==> src/rtl/rr_reg_write_arbiter_pkg.sv <==
// Shared types and helpers for the round-robin register write arbiter.
package rr_reg_write_arbiter_pkg;

  typedef enum logic {
    ST_ARB    = 1'b0,
    ST_COMMIT = 1'b1
  } state_t;

  function automatic int idx_width(input int n);
    return $clog2(n);
  endfunction

  // (base + off) mod n, for base < n and off < n
  function automatic int unsigned rr_wrap(input int unsigned base, input int unsigned off,
                                          input int unsigned n);
    int unsigned s;
    s = base + off;
    return (s >= n) ? s - n : s;
  endfunction

endpackage

==> src/rtl/rr_reg_write_arbiter_if.sv <==
// Requester-side bus of the arbiter: requests, data, acknowledges and register view.
interface rr_reg_write_arbiter_if #(
  parameter int N_REQ = 4,
  parameter int WIDTH = 8
);
  localparam int IDX_W = $clog2(N_REQ);

  logic [N_REQ-1:0]       req;
  logic [N_REQ*WIDTH-1:0] wdata;
  logic [N_REQ-1:0]       ack;
  logic                   wr_en;
  logic [IDX_W-1:0]       gnt_idx;
  logic                   busy;
  logic [WIDTH-1:0]       q;

  modport master (output req, wdata, input ack, wr_en, gnt_idx, busy, q);
  modport slave  (input req, wdata, output ack, wr_en, gnt_idx, busy, q);
endinterface

==> src/rtl/rr_reg_write_arbiter_dff.sv <==
// Single-bit storage cell with synchronous reset and write enable.
module rr_dff_cell (
  input  logic clk,
  input  logic reset,
  input  logic en,
  input  logic d,
  output logic q
);
  always_ff @(posedge clk) begin
    if (reset)   q <= 1'b0;
    else if (en) q <= d;
  end
endmodule

==> src/rtl/rr_reg_write_arbiter_rr_pick.sv <==
// Combinational round-robin selector: first set req bit at or after rr_ptr, wrapping.
module rr_pick
  import rr_reg_write_arbiter_pkg::*;
#(
  parameter int N_REQ = 4,
  parameter int IDX_W = 2
) (
  input  logic [N_REQ-1:0] req,
  input  logic [IDX_W-1:0] rr_ptr,
  output logic             valid,
  output logic [IDX_W-1:0] winner
);
  logic [IDX_W-1:0] cand_idx [N_REQ];

  genvar gi;
  generate
    for (gi = 0; gi < N_REQ; gi++) begin : g_cand
      assign cand_idx[gi] = IDX_W'(rr_wrap(32'(rr_ptr), gi, N_REQ));
    end
  endgenerate

  // Scan from the farthest offset down so the nearest candidate is written last.
  always_comb begin
    valid  = 1'b0;
    winner = '0;
    for (int k = N_REQ - 1; k >= 0; k--) begin
      if (req[cand_idx[k]]) begin
        valid  = 1'b1;
        winner = cand_idx[k];
      end
    end
  end
endmodule

==> src/rtl/rr_reg_write_arbiter.sv <==
// Round-robin write arbiter: ARB picks and latches a winner, COMMIT writes the shared register.
module rr_reg_write_arbiter
  import rr_reg_write_arbiter_pkg::*;
#(
  parameter int N_REQ = 4,
  parameter int WIDTH = 8
) (
  input  logic                   clk,
  input  logic                   reset,
  rr_reg_write_arbiter_if.slave  bus
);
  localparam int IDX_W = idx_width(N_REQ);

  state_t           state_reg, state_next;
  logic [IDX_W-1:0] rr_ptr_reg, gnt_idx_reg;
  logic [WIDTH-1:0] data_reg;
  logic [WIDTH-1:0] q_bits;
  logic             pick_valid;
  logic [IDX_W-1:0] pick_idx;
  logic             wr_en;
  logic             busy;
  logic             in_commit;
  logic [WIDTH-1:0] wdata_slot [N_REQ];

  rr_pick #(.N_REQ(N_REQ), .IDX_W(IDX_W)) u_pick (
    .req    (bus.req),
    .rr_ptr (rr_ptr_reg),
    .valid  (pick_valid),
    .winner (pick_idx)
  );

  genvar gi;
  generate
    for (gi = 0; gi < N_REQ; gi++) begin : g_slot
      assign wdata_slot[gi] = bus.wdata[gi*WIDTH +: WIDTH];
      assign bus.ack[gi]    = in_commit && (gnt_idx_reg == IDX_W'(gi));
    end
  endgenerate

  always_ff @(posedge clk) begin
    if (reset) begin
      state_reg   <= ST_ARB;
      rr_ptr_reg  <= '0;
      gnt_idx_reg <= '0;
      data_reg    <= '0;
    end else begin
      state_reg <= state_next;
      if (state_reg == ST_ARB && pick_valid) begin
        gnt_idx_reg <= pick_idx;
        data_reg    <= wdata_slot[pick_idx];
      end
      // The winner just served drops to lowest priority.
      if (state_reg == ST_COMMIT)
        rr_ptr_reg <= IDX_W'(rr_wrap(32'(gnt_idx_reg), 1, N_REQ));
    end
  end

  always_comb begin
    state_next = state_reg;
    case (state_reg)
      ST_ARB:    if (pick_valid) state_next = ST_COMMIT;
      ST_COMMIT: state_next = ST_ARB;
      default:   state_next = ST_ARB;
    endcase
  end

  always_comb begin
    in_commit = 1'b0;
    wr_en     = 1'b0;
    busy      = 1'b0;
    if (state_reg == ST_COMMIT) begin
      in_commit = 1'b1;
      wr_en     = 1'b1;
      busy      = 1'b1;
    end
  end

  generate
    for (gi = 0; gi < WIDTH; gi++) begin : g_bit
      rr_dff_cell u_cell (
        .clk   (clk),
        .reset (reset),
        .en    (wr_en),
        .d     (data_reg[gi]),
        .q     (q_bits[gi])
      );
    end
  endgenerate

  assign bus.wr_en   = wr_en;
  assign bus.busy    = busy;
  assign bus.gnt_idx = gnt_idx_reg;
  assign bus.q       = q_bits;
endmodule

==> src/flat_wrapper.sv <==
// flat-port wrapper written by rule: the top's interface ports become plain ports
module rr_reg_write_arbiter_flat import rr_reg_write_arbiter_pkg::*;
#(
  parameter int N_REQ = 4,
  parameter int WIDTH = 8
)
  (clk, reset, bus_req, bus_wdata, bus_ack, bus_wr_en, bus_gnt_idx, bus_busy, bus_q);
  rr_reg_write_arbiter_if #(.N_REQ(N_REQ), .WIDTH(WIDTH)) bus_i ();
  input  logic clk;
  input  logic reset;
  input wire logic [$bits(bus_i.req)-1:0] bus_req;
  input wire logic [$bits(bus_i.wdata)-1:0] bus_wdata;
  output wire logic [$bits(bus_i.ack)-1:0] bus_ack;
  output wire logic [$bits(bus_i.wr_en)-1:0] bus_wr_en;
  output wire logic [$bits(bus_i.gnt_idx)-1:0] bus_gnt_idx;
  output wire logic [$bits(bus_i.busy)-1:0] bus_busy;
  output wire logic [$bits(bus_i.q)-1:0] bus_q;
  assign bus_i.req = bus_req;
  assign bus_i.wdata = bus_wdata;
  assign bus_ack = bus_i.ack;
  assign bus_wr_en = bus_i.wr_en;
  assign bus_gnt_idx = bus_i.gnt_idx;
  assign bus_busy = bus_i.busy;
  assign bus_q = bus_i.q;
  rr_reg_write_arbiter #(.N_REQ(N_REQ), .WIDTH(WIDTH)) u_core (.clk(clk), .reset(reset), .bus(bus_i));
endmodule
==> config.mk <==
export PLATFORM = sky130hd
export DESIGN_NAME = rr_reg_write_arbiter_flat
export DESIGN_NICKNAME = d
export VERILOG_FILES = /design/src/rtl/rr_reg_write_arbiter_pkg.sv /design/src/rtl/rr_reg_write_arbiter_if.sv /design/src/rtl/rr_reg_write_arbiter_dff.sv /design/src/rtl/rr_reg_write_arbiter_rr_pick.sv /design/src/rtl/rr_reg_write_arbiter.sv /design/src/flat_wrapper.sv
export SDC_FILE = /design/constraint.sdc
export NUM_CORES = 1
export LEC_CHECK = 0
export CAP_MARGIN = 20
export CORE_MARGIN = 3
export CORE_UTILIZATION = 32
export CTS_BUF_LIST = sky130_fd_sc_hd__clkbuf_4 sky130_fd_sc_hd__clkbuf_8
export DETAILED_ROUTE_END_ITERATION = 6
export GPL_TIMING_DRIVEN = 1
export PLACE_DENSITY = 0.66
export SLEW_MARGIN = 10
export SYNTH_ARGS = -nofsm -noshare
export SYNTH_HDL_FRONTEND = slang
export SYNTH_SLANG_ARGS = --single-unit
==> constraint.sdc <==
create_clock -name clk -period 1.7 [get_ports clk]
set_input_delay 0.34 -clock clk [delete_from_list [all_inputs] [get_ports clk]]
set_output_delay 0.34 -clock clk [all_outputs]
set_load 0.05 [all_outputs]
# Word level (Yosys, flattened, before mapping)

Index checks and enable logic that the tools add are counted.

Add/subtract/negate cells: 9
Magnitude comparators: 10
Equality and inequality tests: 3
Muxes and demuxes: 27
Bitwise gates (word level): 2
Reduce and logical (&&, ||, !) cells: 6

Operators with widths:

| operator              | count |
|---|---|
| $mux W2               | 9 |
| $bmux W8 S2           | 1 |
| $mux W8               | 2 |
| $ge A3 B3 Y1 const B  | 5 |
| $lt A2 B3 Y1 const B  | 4 |
| $mux W1               | 10 |
| $sub A2 B1 Y2 const B | 5 |
| $bmux W1 S2           | 4 |
| $add A2 B1 Y3 const B | 2 |
| $add A2 B2 Y3 const B | 2 |
| $logic_and A1 B1 Y1   | 5 |
| $eq A2 B2 Y1 const B  | 2 |
| $ge A2 B3 Y1 const B  | 1 |
| $not A2 Y3            | 1 |
| $eq A2 B1 Y1 const B  | 1 |
| $logic_not A2 Y1      | 1 |
| $pmux W1 S2           | 1 |
| $not A1 Y1            | 1 |

Register bits: 21
Bits of input ports: 38
Logic and storage cells: 69

# Longest topological paths before layout

Gate-level depths: netlist (run 1).

Depth in word-level cells: 13
Mapped depth: 7

# By module

A second synthesis (run 1) with hierarchy kept.

Cells, all modules: 99
Area total of the unflattened synthesis: 1,081.0 um2

Modules (own cells, without submodules):

| module               | instances | cells each | area an instance (um2) |
|---|---|---|---|
| rr_reg_write_arbiter | 1         | 62         | 733.2 |
| rr_dff_cell          | 8         | 3          | 33.8 |
| rr_pick              | 1         | 13         | 77.6 |

# Worst setup path before layout (run 1)

Ideal clock, no wire load.

Kind: register -> output
Start: register u_core.state_reg
End: output port bus_ack[0]
Arrival time: 1.861 ns
Data required time: 1.360 ns
Slack: -0.501 ns
Stages on the path, launching flop included: 4
Buffers on the path: 2
Cells stage by stage: dfxtp_1 -> clkbuf_1 -> clkbuf_1 -> and2_1

Cells in the longest elaborated chain, start to end: 2

RTL lines:

| what                     | RTL line                   | source |
|---|---|---|
| start: declaration       | rr_reg_write_arbiter.sv:14 | `state_t state_reg, state_next;` |
| start signal: assignment | rr_reg_write_arbiter.sv:47 | `state_reg <= state_next;` |
| $mux W1                  | rr_reg_write_arbiter.sv:71 | `if (state_reg == ST_COMMIT) begin` |
| $logic_and A1 B1 Y1      | rr_reg_write_arbiter.sv:36 | `assign bus.ack[gi] = in_commit && (gnt_idx_reg == IDX_W'(gi));` |
| end: declaration         | flat_wrapper.sv:13         | `output wire logic [$bits(bus_i.ack)-1:0] bus_ack;` |

No other way between the ends.

# Final worst setup path (run 1)

Start: register u_core.rr_ptr_reg[1]
End: register u_core.data_reg[4]

Cells in the longest elaborated chain, start to end: 13

RTL lines:

| what                                          | RTL line                           | source |
|---|---|---|
| start: declaration                            | rr_reg_write_arbiter.sv:15         | `logic [IDX_W-1:0] rr_ptr_reg, gnt_idx_reg;` |
| start signal: assignment                      | rr_reg_write_arbiter.sv:54         | `rr_ptr_reg <= IDX_W'(rr_wrap(32'(gnt_idx_reg), 1, N_REQ));` |
| $add A2 B2 Y3                                 | rr_reg_write_arbiter_pkg.sv:17     | `s = base + off;` |
| $ge A3 B3 Y1 or $sub A2 B1 Y2 (tied branches) | rr_reg_write_arbiter_pkg.sv:18     | `return (s >= n) ? s - n : s;` |
| $mux W2                                       | rr_reg_write_arbiter_pkg.sv:18     |  |
| $bmux W1 S2                                   | rr_reg_write_arbiter_rr_pick.sv:27 | `if (req[cand_idx[k]]) begin` |
| $mux W1 (not written as such)                 | rr_reg_write_arbiter_rr_pick.sv:27 |  |
| $mux W2 (4 in series)                         | rr_reg_write_arbiter_rr_pick.sv:27 |  |
| $not A2 Y3 (not written as such)              | rr_reg_write_arbiter.sv:50         | `data_reg <= wdata_slot[pick_idx];` |
| $bmux W8 S2                                   | rr_reg_write_arbiter.sv:50         |  |
| $mux W8 (not written as such) (2 in series)   | rr_reg_write_arbiter.sv:50         |  |
| end signal: assignment                        | rr_reg_write_arbiter.sv:50         |  |
| end: declaration                              | rr_reg_write_arbiter.sv:16         | `logic [WIDTH-1:0] data_reg;` |

Parallel ways exist; a longest one is shown, timed or not. The select of a mux whose other input is x is not followed.
A chain may end at the register's enable or synchronous reset.

==> flow_summary.yaml, run 1 <==
sta:
  hold_violations: 0
  finalCritPeriodShare_pct: 103.2
  setup_viol: 5
  fin_ws_ns: -0.05385
  rsz0062_at_grt: "yes"
  tightestPinTransition_ns: 0.3550
  post-route-min-period_ns: 1.754
  slew_violations: 0
  max_slew_margin_pct: 76.33
  whs_ns: 0.4865
  clock.fmax_ghz: 0.5702
  clock_skew_ns: 0.002757
final_layout:
  drive_above_1_share_pct: 26.86
  final_util_pct: 54.41
  fill_cells: 299
  fin_nets: 218
  area_delta_synth_final_pct: 62.16
  num_antenna_cells: 0
  mostFrequentLayoutCell: "clkdlybuf4s50_1"
  final_cell_mix: "clkdlybuf4s50_1 (33), mux2i_1 (23), buf_4 (19), dfxtp_1 (17), nor2_1 (12)"
pwr:
  power_leakage_nw: 0.7698
  irDropWorstVdd_v: 0.0003923
  p_per_area_nw_per_um2: 703.6
  p_total_w: 0.001298
status:
  status: "finished, violations left"
  violations: "setup timing"
die:
  die-width_um: 65.62
  die_area_sq_um: 4305
  core_sq_um: 3390
  io-pin-count: 54
  die-height_um: 65.62
  initial_core_util_pct: 33.55
  num_rows: 21
worst_setup_path:
  worstRegToRegCells: 7
  critPathMaxFanout: 5
  path_class: "flip-flop to flip-flop"
  cp_data_required_time_ns: 1.89
  crit_path_start_kind: "flip-flop"
  endpoint: "u_core.data_reg[4]"
  critPathArrivalTime_ns: 1.95
  worstReg2RegEnd: "u_core.data_reg[4]"
  r2r_start: "u_core.rr_ptr_reg[1]"
  critPathLaunch: "u_core.rr_ptr_reg[1]"
  slowest_delay_ns: 0.38
  crit_chain: "mux2i_2, nor2_2, a311oi_4, buf_6, buf_12, mux2i_2, o221ai_1"
  cpMostUsedCell: "mux2i_2"
  cpMaxStageDelayCell: "dfxtp_2"
  r2r_slack_ns: -0.05
  crit_path_end_kind: "flip-flop"
route:
  viasPerCell: 4.751
  drtAntennaViolNets: 0
  wire_per_inst_um: 13.47
  drc_errors: 0
  via_count: 1050
  drt-pass1-iter-count: 4
  routed_wl_um: 2976
  drtIter0Drc: 38
min_path:
  hold_path_class: "flip-flop to flip-flop"
cts:
  htreeDepth: 1
  clock_sinks: 21
  cts_tree: "yes"
  clock_latency_ns: 0.32
  cts-root-buf: "clkbuf_4"
  cts_buffers: 3
  clk_pin_slew_worst_paths_ns: 0.13
  cts_hold_buf: 0
  cts_buffer_depth: 2
synth:
  synth_nets: 163
  synth-seq-cells: 21
  synthesis.instances: 121
  synth_area_sq_um: 1137
  ys_types: 21
  synth_area_leaders: "dfxtp_1 (37%), mux2i_1 (23%), buf_4 (6.6%), o221ai_1 (6.2%), ha_1 (4.4%)"
  synth_top_area_cell: "dfxtp_1"
  postSynthAreaPerCell_sq_um: 9.400
  synth.yosys.seq_area_share_pct: 36.96
  ys.warnings.count: 0
  synth_top_cell_area_share_pct: 36.96
placed_design:
  io_buffers: 53
  gp_congestion: 0.7467
  dpl_worst_slack_ns: -0.4858
  place_hpwl_um: 2259
grt:
  grt_first_pass_wirelength_um: 4554
  grtUsageTotal_pct: 13.56
  antenna_found_initial: 0
  grt_max_degree: 17
  overflow: 0
  grt_pass1_vias: 960
run:
  max_cap_violations: 0
## metrics by stage
step / instance area (sq um) / TNS [ns] / instances
floorplan: 1147 / 0 / 121
global placement: 1748 / -2.763 / 213
detailed placement: 1748 / -3.811 / 213
CTS: 1824 / -0.08642 / 220
global route: 1844 / -0.6822 / 221
finish: 1844 / -0.1830 / 221
## synth_stat cells
cell type   n
buf_1       1
a211oi_1    1
o21ai_0     2
nor2_1     13
o21ai_1     1
nand2_1    11
a21oi_1     5
nor3_1      1
nand2b_1    2
mux2i_1    26
inv_1       4
dfxtp_1    21
nor4_2      1
o2bb2a_1    1
buf_12      1
o221ai_1    8
clkbuf_1    3
a311oi_1    1
and2_1      4
buf_4      10
ha_1        4
## cells by family (layout without fill, tap and decap cells)
family | Yosys count | in the layout | synth area share [%]
flops | 21 | 21 | 36.96
mux | 26 | 26 | 22.88
compound gates | 19 | 19 | 11.99
fa+ha+maj | 4 | 4 | 4.401
buf+inv | 19 | 73 | 11.00
simple gates | 32 | 32 | 12.76
## critical path: cells and delay by family (launching register included)
| family | cells | cell delay, ns |
|---|---|---|
| DFF | 1 | 0.38 |
| AOI/OAI and AO/OA | 2 | 0.43 |
| muxes | 2 | 0.46 |
| and+or+nand+nor | 1 | 0.07 |
| buffers and inverters | 2 | 0.29 |
## per-layer routing
layer	vias up	global-route usage (%)	routed length, um	part of all wire [%]
met1	494	16.75	1310	44
met4	0	3.109	19	0.64
met2	26	23.64	1516	51
li1	528	-	-	-
met5	-	0	0	0
met3	2	3.248	130	4.4
## area by class of cell
class / count / area (sq um) / area share, %
Clock buffer: 3 / 22.52 / 1.221
Clock inverter: 1 / 7.507 / 0.4071
Inverter: 4 / 15.01 / 0.8141
Multi-Input combinational cell: 81 / 629.4 / 34.12
Sequential cell: 21 / 427.9 / 23.20
Tap cell: 46 / 57.56 / 3.121
Timing Repair Buffer: 65 / 684.4 / 37.11
## how the worst min path moves through the flow
stage | startpoint | end | slack (ns) | depth (start not counted)
2_1_floorplan | reset | u_core.bus.gnt_idx[0] | 0.41 | 1
3_3_place_gp | u_core.data_reg[7] | u_core.data_reg[7] | 0.45 | 2
3_5_place_dp | u_core.data_reg[5] | u_core.data_reg[5] | 0.46 | 2
4_1_cts | u_core.data_reg[1] | u_core.data_reg[1] | 0.49 | 2
5_1_grt | u_core.data_reg[6] | u_core.data_reg[6] | 0.52 | 2
6_report | u_core.data_reg[1] | u_core.data_reg[1] | 0.49 | 2
## what timing repair did
action	4_1_cts	5_1_grt
cloned	1	1
setup buffers	2	1
setup endpoints to repair	10	8
gates resized for setup	9	6
pin swaps	2	3
## power by group
part	internal (W)	total (W)	switching, W
clock	0.0000900	0.000258	0.000168
sequential	0.000538	0.000576	0.0000382
combinational	0.000251	0.000464	0.000213
No activity file was read; power rests on OpenSTA's default activity.
==> inputs of run 2 (changes only) <==
--- a/config.mk
+++ b/config.mk
@@ -9,8 +9,10 @@
 export CORE_MARGIN = 3
 export CORE_UTILIZATION = 32
 export CTS_BUF_LIST = sky130_fd_sc_hd__clkbuf_4 sky130_fd_sc_hd__clkbuf_8
+export CTS_CLUSTER_SIZE = 25
 export DETAILED_ROUTE_END_ITERATION = 6
 export GPL_TIMING_DRIVEN = 1
+export HOLD_SLACK_MARGIN = 0.08
 export PLACE_DENSITY = 0.66
 export SLEW_MARGIN = 10
 export SYNTH_ARGS = -nofsm -noshare
==> constraint.sdc (replaced) <==
create_clock -name clk -period 1.5 [get_ports clk]
set_input_delay 0.3 -clock clk [delete_from_list [all_inputs] [get_ports clk]]
set_output_delay 0.3 -clock clk [all_outputs]
set_load 0.05 [all_outputs]
==> flow_summary.yaml, run 2 (synthesis results as in run 1) <==
pwr:
  switching_share_pct: 32.49
  pwr-share-seq_pct: 41.5
  clock_power_share_pct: 18.0
  irDropWorstVdd_v: 0.0006768
  p_per_area_nw_per_um2: 748.4
  p_comb_share_pct: 40.4
  switchingPower_w: 0.0005135
  intPower_w: 0.001067
  power_leakage_nw: 0.8390
  p_total_w: 0.001581
die:
  io-pin-count: 54
  num_rows: 21
  die_area_sq_um: 4305
  initial_core_util_pct: 33.55
  core_sq_um: 3390
  die-height_um: 65.62
  die-width_um: 65.62
worst_setup_path:
  crit_path_start_kind: "flip-flop"
  crit_path_end_kind: "flip-flop"
  r2r_start: "u_core.rr_ptr_reg[1]"
  crit_chain: "mux2i_1, nor2_2, a311oi_4, buf_4, buf_12, mux2i_1, o221ai_1"
  cpMostUsedCell: "mux2i_1"
  slowest_delay_ns: 0.37
  critPathLaunch: "u_core.rr_ptr_reg[1]"
  cpMaxStageDelayCell: "dfxtp_2"
  cp_data_required_time_ns: 1.67
  path_class: "flip-flop to flip-flop"
  cp_top_family: "multiplexers"
  critPathArrivalTime_ns: 1.87
  crit_buf_inv: 2
  critPathMaxFanout: 5
placed_design:
  place_hpwl_um: 2369
  gp_congestion: 0.7563
  io_buffers: 53
  dpl_worst_slack_ns: -0.5577
min_path:
  min_from: "u_core.data_reg[4]"
  hold_path_class: "flip-flop to flip-flop"
cts:
  cts_buffers: 3
  cts-root-buf: "clkbuf_4"
  cts_tree: "yes"
  clk_pin_slew_worst_paths_ns: 0.14
  htreeDepth: 1
  cts_hold_buf: 0
  clock_sinks: 21
  cts_buffer_depth: 2
  clock_latency_ns: 0.32
sta:
  rsz0062_at_grt: "yes"
  whs_ns: 0.4855
  slew_violations: 0
  fin_ws_ns: -0.1948
  max_slew_margin_pct: 75.52
  post-route-min-period_ns: 1.695
  finalSetupTns_ns: -1.397
  clock_skew_ns: 0.02111
  hold_violations: 0
  finalCritPeriodShare_pct: 113.0
  setup_viol: 11
  tightestPinTransition_ns: 0.3644
  clock.fmax_ghz: 0.5900
grt:
  overflow: 0
  grt_max_degree: 14
  antenna_found_initial: 0
  grt_pass1_vias: 1021
  grt_first_pass_wirelength_um: 4857
  grtUsageTotal_pct: 14.95
final_layout:
  fin_nets: 225
  final_cell_mix: "clkdlybuf4s50_1 (33), mux2i_1 (22), buf_12 (18), dfxtp_1 (17), buf_4 (16)"
  num_antenna_cells: 0
  final_util_pct: 62.31
  mostFrequentLayoutCell: "clkdlybuf4s50_1"
  drive_above_1_share_pct: 35.71
  area_delta_synth_final_pct: 85.70
  fill_cells: 280
route:
  via_count: 1105
  routed_wl_um: 3330
  wire_per_inst_um: 14.61
  drtAntennaViolNets: 0
  viasPerCell: 4.846
  drt-pass1-iter-count: 5
  drtIter0Drc: 8
  drc_errors: 0
status:
  violations: "setup timing"
  status: "finished, violations left"
run:
  max_cap_violations: 0
run 2: cell count changes in the layout (fill, tap and decap cells not counted), moves of 3 or more:
cell | previous run | this run
and2_4 | 1 | 4
ha_1 | 4 | 0
buf_4 | 19 | 16
buf_12 | 7 | 18
ha_4 | 0 | 3
and2_2 | 3 | 0
run 2: path summary, 6_finish.rpt:
check,cells after the start,slack (ns),end
max,7,-0.19,u_core.data_reg[7]
max reg2reg,7,-0.19,u_core.data_reg[7]
min,2,0.49,u_core.data_reg[4]
min reg2reg,2,0.49,u_core.data_reg[4]
run 2: through the flow:
step	area [sq um]	std cells
2_1_floorplan	1159	121
3_3_place_gp	1889	214
3_5_place_dp	1889	214
4_1_cts	2027	227
5_1_grt	2112	228
6_report	2112	228
run 2: layout make-up:
cell class	count	area [sq um]	area share, %
clock buffer	3	22.52	1.066
clock inverter	1	5.005	0.2370
tap	46	57.56	2.725
multi-input combinational	81	713.2	33.77
inverter	4	20.02	0.9479
sequential	21	432.9	20.50
timing repair buffer	72	860.8	40.76
run 2: worst register-to-register path: cells and delay by family (launching register included):
kind,cells,cell delay [ns]
multiplexers,2,0.43
AO/OA/AOI/OAI,2,0.39
flip-flops,1,0.37
buffers and inverters,2,0.28
AND/OR/NAND/NOR,1,0.07
run 2: repair_timing:
action / in CTS / in global routing
cloned: 2 / 0
resized for setup: 10 / 27
endpoints found under the hold margin: 0 / 0
buffers inserted: 7 / 3
pin swaps: 2 / 5
setup endpoints to repair: 12 / 13
run 2: per-layer routing:
layer  routed length [um]  track usage, %
met5                    0               0
met4                   65           4.922
met3                  180           4.103
met2                 1893           26.30
met1                 1191           17.36
run 2: power by group through the flow:
stage / logic [W] / clock network, W / registers, W
after floorplan: 0.000282 / 0 / 0.000667
after global placement: 0.000526 / 0 / 0.000669
after detailed placement: 0.000536 / 0 / 0.000672
after CTS: 0.000614 / 0.000283 / 0.000651
after global routing: 0.000676 / 0.000310 / 0.000662
final: 0.000639 / 0.000285 / 0.000657
